File: config.mk
export PLATFORM = sky130hd
export DESIGN_NAME = shift_serializer
export DESIGN_NICKNAME = d
export VERILOG_FILES = /design/src/rtl/shift_pkg.sv /design/src/rtl/shift_serializer.sv
export SDC_FILE = /design/constraint.sdc
export NUM_CORES = 1
export LEC_CHECK = 0
export BUFFER_PORTS_ARGS = -buffer_cell sky130_fd_sc_hd__buf_2
export CAP_MARGIN = 5
export CORE_AREA = 10 10 47 49
export CTS_CLUSTER_SIZE = 12
export DETAILED_ROUTE_END_ITERATION = 12
export DIE_AREA = 0 0 57 59
export GPL_TIMING_DRIVEN = 0
export PLACE_DENSITY = 0.74
export SYNTH_ARGS = -nofsm -noshare
export SYNTH_HDL_FRONTEND = slang
export SYNTH_SLANG_ARGS = --single-unit
File: constraint.sdc
create_clock -name clk -period 2.1 [get_ports clk]
set_input_delay 0.42 -clock clk [delete_from_list [all_inputs] [get_ports clk]]
set_output_delay 0.42 -clock clk [all_outputs]
set_load 0.02 [all_outputs]
File: src/rtl/shift_pkg.sv
`default_nettype none
// ============================================================================
//  Module      : shift_pkg
//  Description : Shared types for the shift_register datapath and its
//                upstream shift_serializer driver: the command encoding on
//                the funct/serial interface, the shift direction, and the
//                serializer state encoding.
//  Revision    : 1.0  initial release
// ============================================================================
package shift_pkg;

    // Command presented to a shift_register on each cycle.
    typedef enum logic [1:0] {
        NA    = 2'b00,
        LOAD  = 2'b01,
        LEFT  = 2'b10,
        RIGHT = 2'b11
    } funct_t;

    // Serialization order: LEFT sends MSB first, RIGHT sends LSB first.
    typedef enum logic {
        DIR_LEFT  = 1'b0,
        DIR_RIGHT = 1'b1
    } dir_t;

    typedef enum logic [1:0] {
        IDLE  = 2'b00,
        SHIFT = 2'b01,
        DONE  = 2'b10
    } ser_state_t;

endpackage : shift_pkg
`default_nettype wire

File: src/rtl/shift_serializer.sv
`default_nettype none
// ============================================================================
//  Module      : shift_serializer
//  Description : Parallel-to-serial writer for a downstream shift_register of
//                the same WIDTH. A word accepted over valid/ready is replayed
//                as WIDTH LEFT (MSB first) or RIGHT (LSB first) commands with
//                the matching serial bit, so the downstream register holds
//                exactly the accepted word after the last command.
//  Ports       : clk      - clock, rising edge
//                rst      - asynchronous active-high reset
//                valid_i  - upstream word valid
//                ready_o  - word can be accepted this cycle (IDLE)
//                word_i   - parallel word, sampled on handshake
//                dir_i    - 0: MSB first with LEFT, 1: LSB first with RIGHT
//                funct_o  - command to the downstream shift_register
//                serial_o - serial bit to the downstream shift_register
//                busy_o   - transfer in progress (SHIFT or DONE)
//                done_o   - one-cycle pulse after the final shift command
//  Revision    : 1.0  initial release
// ============================================================================
module shift_serializer
    import shift_pkg::*;
#(
    parameter int WIDTH = 4
) (
    input  logic             clk,
    input  logic             rst,
    input  logic             valid_i,
    output logic             ready_o,
    input  logic [WIDTH-1:0] word_i,
    input  logic             dir_i,
    output funct_t           funct_o,
    output logic             serial_o,
    output logic             busy_o,
    output logic             done_o
);

    localparam int               CNT_W    = $clog2(WIDTH);
    localparam logic [CNT_W-1:0] CNT_LAST = CNT_W'(WIDTH - 1);
    localparam logic [CNT_W-1:0] CNT_ONE  = CNT_W'(1);

    ser_state_t       state_q,  state_d;
    logic [WIDTH-1:0] shadow_q, shadow_d;
    dir_t             dir_q,    dir_d;
    logic [CNT_W-1:0] cnt_q,    cnt_d;

    // ------------------------------------------------------------------
    // Next-state logic. The shadow register is a frozen copy of the
    // accepted word; it shifts toward the exposed end each SHIFT cycle so
    // the outgoing bit is always at a fixed position.
    // ------------------------------------------------------------------
    always_comb begin
        state_d  = state_q;
        shadow_d = shadow_q;
        dir_d    = dir_q;
        cnt_d    = cnt_q;
        case (state_q)
            IDLE: begin
                // ready_o is high throughout IDLE, so valid_i alone is the handshake.
                if (valid_i) begin
                    shadow_d = word_i;
                    dir_d    = dir_t'(dir_i);
                    cnt_d    = '0;
                    state_d  = SHIFT;
                end
            end
            SHIFT: begin
                if (dir_q == DIR_LEFT) begin
                    shadow_d = {shadow_q[WIDTH-2:0], 1'b0};
                end else begin
                    shadow_d = {1'b0, shadow_q[WIDTH-1:1]};
                end
                // Counter parks on its last value; the next accept clears it.
                if (cnt_q == CNT_LAST) begin
                    state_d = DONE;
                end else begin
                    cnt_d = cnt_q + CNT_ONE;
                end
            end
            DONE: begin
                state_d = IDLE;
            end
            default: begin
                state_d = IDLE;
            end
        endcase
    end

    always_ff @(posedge clk or posedge rst) begin
        if (rst) begin
            state_q  <= IDLE;
            shadow_q <= '0;
            dir_q    <= DIR_LEFT;
            cnt_q    <= '0;
        end else begin
            state_q  <= state_d;
            shadow_q <= shadow_d;
            dir_q    <= dir_d;
            cnt_q    <= cnt_d;
        end
    end

    // ------------------------------------------------------------------
    // Output decode from registered state only; no input reaches an output.
    // ------------------------------------------------------------------
    always_comb begin
        ready_o  = (state_q == IDLE);
        busy_o   = (state_q == SHIFT) || (state_q == DONE);
        done_o   = (state_q == DONE);
        funct_o  = NA;
        serial_o = 1'b0;
        if (state_q == SHIFT) begin
            if (dir_q == DIR_LEFT) begin
                funct_o  = LEFT;
                serial_o = shadow_q[WIDTH-1];
            end else begin
                funct_o  = RIGHT;
                serial_o = shadow_q[0];
            end
        end
    end

endmodule : shift_serializer
`default_nettype wire

# Word-level counts from Yosys, hierarchy flattened
# Cells that the tools add are included.
[word_totals]
regBits = 9
in_bits = 8
out_inout_bits = 6
[classes]
eq_ne = 6
addsub = 1
reduce_logical = 7
n_mux = 13
[op_table]
columns = ["operator", "count"]
rows = [
  ["2-to-1 mux 2 bit", 5],
  ["2-to-1 mux 4 bit", 2],
  ["one-hot mux 2 bit (2 select lines)", 2],
  ["one-hot mux 4 bit (2 select lines)", 1],
  ["!= test 2 bit, second input constant", 3],
  ["AND reduction 2 bit", 3],
  ["equality test 2 bit, second input constant", 2],
  ["2-to-1 mux 1 bit", 3],
  ["AND reduction 3 bit", 1],
  ["adder 2 x 1 -> 2 bit, second input constant", 1],
  ["equality test 2 x 1 -> 1 bit, second input constant", 1],
  ["logical NOT 2 bit", 1],
  ["nonzero test 2 bit", 1],
  ["logical OR 1 bit", 1],
]

# Depth between registers and ports, before layout
[logic_depth]
ltp_word = 3
ltp_mapped = 6
ltp_nobuf = 5

# Worst setup path after synthesis
# Ideal clock, no wire load.
[synth_timing]
path_type = "reg2reg"
start = "register state_q[0]"
end = "register shadow_q[1]"
arrival_ns = 1.406
path_stages_with_launch = 6
synth_period_minus_slack_ns = 1.524
path_slack_ns = 0.576
setup_time_ns = 0.118
n_path_buf = 0
cell_sequence = "dfrtp_1 inv_1 ha_1 mux2i_2 a211oi_1 a21o_1"
[synth_via]
elab_chain_cells = 3
[synth_lines]
columns = ["item", "line", "text"]
rows = [
  ["start: declaration", "shift_serializer.sv:42", "ser_state_t state_q, state_d;"],
  ["start signal: assignment", "shift_serializer.sv:96", "state_q <= state_d;"],
  ["logical NOT 2 bit *", "n/a", ""],
  ["via ready_o", "shift_serializer.sv:29", "output logic ready_o,"],
  ["!= test 2 bit (no line) or nonzero test 2 bit (tied branches)", "n/a", ""],
  ["AND reduction 2 bit (no line)", "n/a", ""],
  ["end signal: assignment", "shift_serializer.sv:97", "shadow_q <= shadow_d;"],
  ["end: declaration", "shift_serializer.sv:43", "logic [WIDTH-1:0] shadow_q, shadow_d;"],
]
# The timed path passes the listed nets; every way through them passes the cells marked *.
# A chain may end at the register's enable or synchronous reset.

# Final worst setup path
[layout_timing]
start = "register state_q[1]"
end = "output port funct_o[0]"
[layout_via]
elab_chain_cells = 2
[layout_lines]
columns = ["item", "line", "text"]
rows = [
  ["equality test 2 x 1 -> 1 bit", "shift_serializer.sv:112", "if (state_q == SHIFT) begin"],
  ["2-to-1 mux 2 bit", "shift_serializer.sv:112", ""],
  ["end: declaration", "shift_serializer.sv:32", "output funct_t funct_o,"],
]
# Every way passes these cells.

==> results.json <==
{
  "synth_seq_area_share_pct": 39.74,
  "p_leak_nw": 0.3549,
  "port_buffers": 13,
  "fmaxAchievable_ghz": 0.5525,
  "path_clk_slew_ns": 0.06,
  "diodes": 0,
  "synthCells": 55,
  "hold_violations": 0,
  "synth-seq-cells": 9,
  "synth_warnings": 0,
  "period_needed_ns": 1.810,
  "syn_area_um2": 566.8,
  "synth.distinct_cells": 22,
  "synth_top_family_by_area": "multiplexers",
  "yosys.area_share.simple_pct": 10.15,
  "grt_pass1_wl_um": 1807,
  "timing.rr.start": "state_q[0]$_DFFE_PP0P_",
  "htreeDepth": 1,
  "status": "completed",
  "nFillCells": 137,
  "p_sw_share_pct": 43.56,
  "fin_nets": 87,
  "seqPwrFrac_pct": 27.6,
  "power_density_nw_per_um2": 1653,
  "cts_tree": "built",
  "report.final.slew_viol_count": 0,
  "io_pins": 14,
  "initial_core_util_pct": 40.45,
  "use_met1_pct": 7.308,
  "cp_slowest_stage_delay_ns": 0.37,
  "ir_drop_mv": 1.203,
  "avgSynthCellArea_um2": 10.31,
  "syn_nets": 69,
  "worstPathMaxFanout": 10,
  "rows": 14,
  "use_met2_pct": 10.39,
  "p_comb_share_pct": 60.9,
  "clkLatencyLatePin_ns": 0.25,
  "cts-root-buf": "clkbuf_4",
  "die_area_um2": 3363,
  "pwr-share-clk_pct": 11.5,
  "dp_slack_ns": 0.4605,
  "final_util_pct": 48.39,
  "hold_class": "in -> async",
  "cts_resized": 0,
  "viasPerCell": 4.886,
  "vias": 430,
  "crit_slowest_cell": "dfrtp_1",
  "crit_start": "state_q[1]$_DFFE_PP0P_",
  "path_class": "reg -> out",
  "gp_congestion": 0.7343,
  "antenna_found_initial": 0,
  "hold_buffers": 0,
  "startpoint_type": "flip-flop",
  "globalRouteMet3Util_pct": 3.004,
  "drive_gt1_share_pct": 30.56,
  "synth_compound_area_share_pct": 15.23,
  "intPower_uw": 632.7,
  "grt_busiest_layer": "met2",
  "area_growth_pct": 19.65,
  "post-dp-hpwl_um": 867.8,
  "p_sw_uw": 488.3,
  "rsz0062_at_grt": "no",
  "drc": 0,
  "crit_chain": "inv_1 -> ha_1 -> buf_4 -> and2_1 -> buf_2",
  "ff_latch_area_um2": 225.2,
  "synthAdderAreaFrac_pct": 13.25,
  "drt_iter0_markers": 7,
  "grt-ovfl-total": 0,
  "wire_per_inst_um": 12.17,
  "fin_area_um2": 678.2,
  "maxSlewHeadroom_pct": 72.55,
  "cts_setup_buffers": 0,
  "synth_mux_area_share_pct": 15.45,
  "core_um2": 1401,
  "required_ns": 1.68,
  "grt_pass1_vias": 440,
  "tns_ns": 0,
  "placed_cell_area_um2": 651.9,
  "worstPathArrival_ns": 1.39,
  "first_pass_iters": 4,
  "die_x_um": 57,
  "fin_crit_sh_pct": 86.19,
  "tightest_slew_ns": 0.4037,
  "setup_violations": 0,
  "fin_ws_ns": 0.2899,
  "numCtsBuffers": 3,
  "skew_ns": 0.0008503,
  "numClockSinks": 9,
  "synth_xor_area_share_pct": 0,
  "grt.total_usage_pct": 6.672,
  "grt_max_degree": 11,
  "ant_nets": 0,
  "multiInputGateArea_um2": 306.5,
  "cts_buffer_depth": 2,
  "max-cap-violations": 0,
  "routed_wl_um": 1071,
  "die_h_um": 59,
  "endpoint_kind": "output port"
}
==> logic make-up after synthesis <==
family	count (synthesis)
compound gates	12
simple gates	12
flops	9
buf+inv	8
mux	8
fa+ha+maj	6
==> Yosys cell counts (all sizes together) <==
cell type / n / area, um^2
inv: 6 / 22.52
o21a: 1 / 7.510
ha: 6 / 75.07
nand2: 5 / 18.77
mux2i: 5 / 53.80
a21oi: 1 / 5.000
o21ai: 3 / 15.01
nor2b: 3 / 21.27
a21o: 2 / 15.01
a2bb2oi: 1 / 8.760
nor2: 3 / 11.26
buf: 2 / 12.51
and2: 1 / 6.260
mux2: 3 / 33.78
a22oi: 1 / 7.510
a211oi: 3 / 27.52
dfrtp: 9 / 225.2
==> area by class of cell <==
type,instances,share of cell area [%]
Clock buffer,4,3.875
Multi-Input combinational cell,38,45.20
Buffer,2,1.845
Sequential cell,9,33.21
Timing Repair Buffer,13,9.594
Tap cell,16,2.952
Inverter,6,3.321
==> flip-flops by register name, indices dropped and copies added (netlist names) <==
signal,cells
dir_q,1
shadow_q,4
cnt_q,2
state_q,2
==> power groups by stage <==
| stage | Sequential [mW] | Clock [mW] | Combinational, mW |
|---|---|---|---|
| 3_3_place_gp | 0.307 | 0 | 0.680 |
| 2_1_floorplan | 0.297 | 0 | 0.561 |
| 3_5_place_dp | 0.313 | 0 | 0.694 |
| 4_1_cts | 0.309 | 0.139 | 0.697 |
| 6_report | 0.309 | 0.129 | 0.683 |
| 5_1_grt | 0.319 | 0.151 | 0.762 |
==> per-stage QoR <==
step / std cells / total power, mW / hold WS [ns]
final: 88 / 1.121 / 0.1168
after global routing: 88 / 1.231 / 0.1231
after CTS: 88 / 1.145 / 0.1203
after detailed placement: 84 / 1.007 / 0.3996
after global placement: 84 / 0.9876 / 0.3929
after floorplan: 55 / 0.8582 / 0.2479
==> cells in the final DEF, fill, tap and decap left out, types with 2 or more instances in the layout <==
cell type	count
buf_2	14
dfrtp_1	9
inv_1	6
ha_1	6
nand2_1	5
mux2i_1	4
o21ai_0	3
nor2_1	3
clkbuf_4	3
a211oi_1	2
a21o_1	2
nor2b_1	2
mux2_1	2
==> worst paths after layout <==
kind | end | slack (ns) | cells after the start
worst max-delay path | funct_o[0] | 0.29 | 5
worst min-delay path | cnt_q[0]$_DFFE_PP0P_ | 0.12 | 2
worst max register to register | cnt_q[0]$_DFFE_PP0P_ | 0.48 | 5
worst min register to register | shadow_q[1]$_DFFE_PP0P_ | 0.52 | 1
max in group asynchronous | shadow_q[1]$_DFFE_PP0P_ | 1.73 | 2
min in group clk | dir_q$_DFFE_PP0P_ | 0.40 | 2
==> critical path, delay by kind of cell (launching register included) <==
family | cells | cell delay [ns]
adder cells (fa/ha/maj) | 1 | 0.17
flip-flops | 1 | 0.37
AND/OR/NAND/NOR | 1 | 0.15
buffers and inverters | 3 | 0.45
==> per-layer routing <==
| layer | vias to the layer above | wire (um) | share of wire, % |
|---|---|---|---|
| met2 | 12 | 498 | 46 |
| met5 | - | 0 | 0 |
| met1 | 193 | 517 | 48 |
| li1 | 225 | - | - |
| met4 | 0 | 0 | 0 |
| met3 | 0 | 56 | 5.2 |
(Power assumes the default switching activity.)
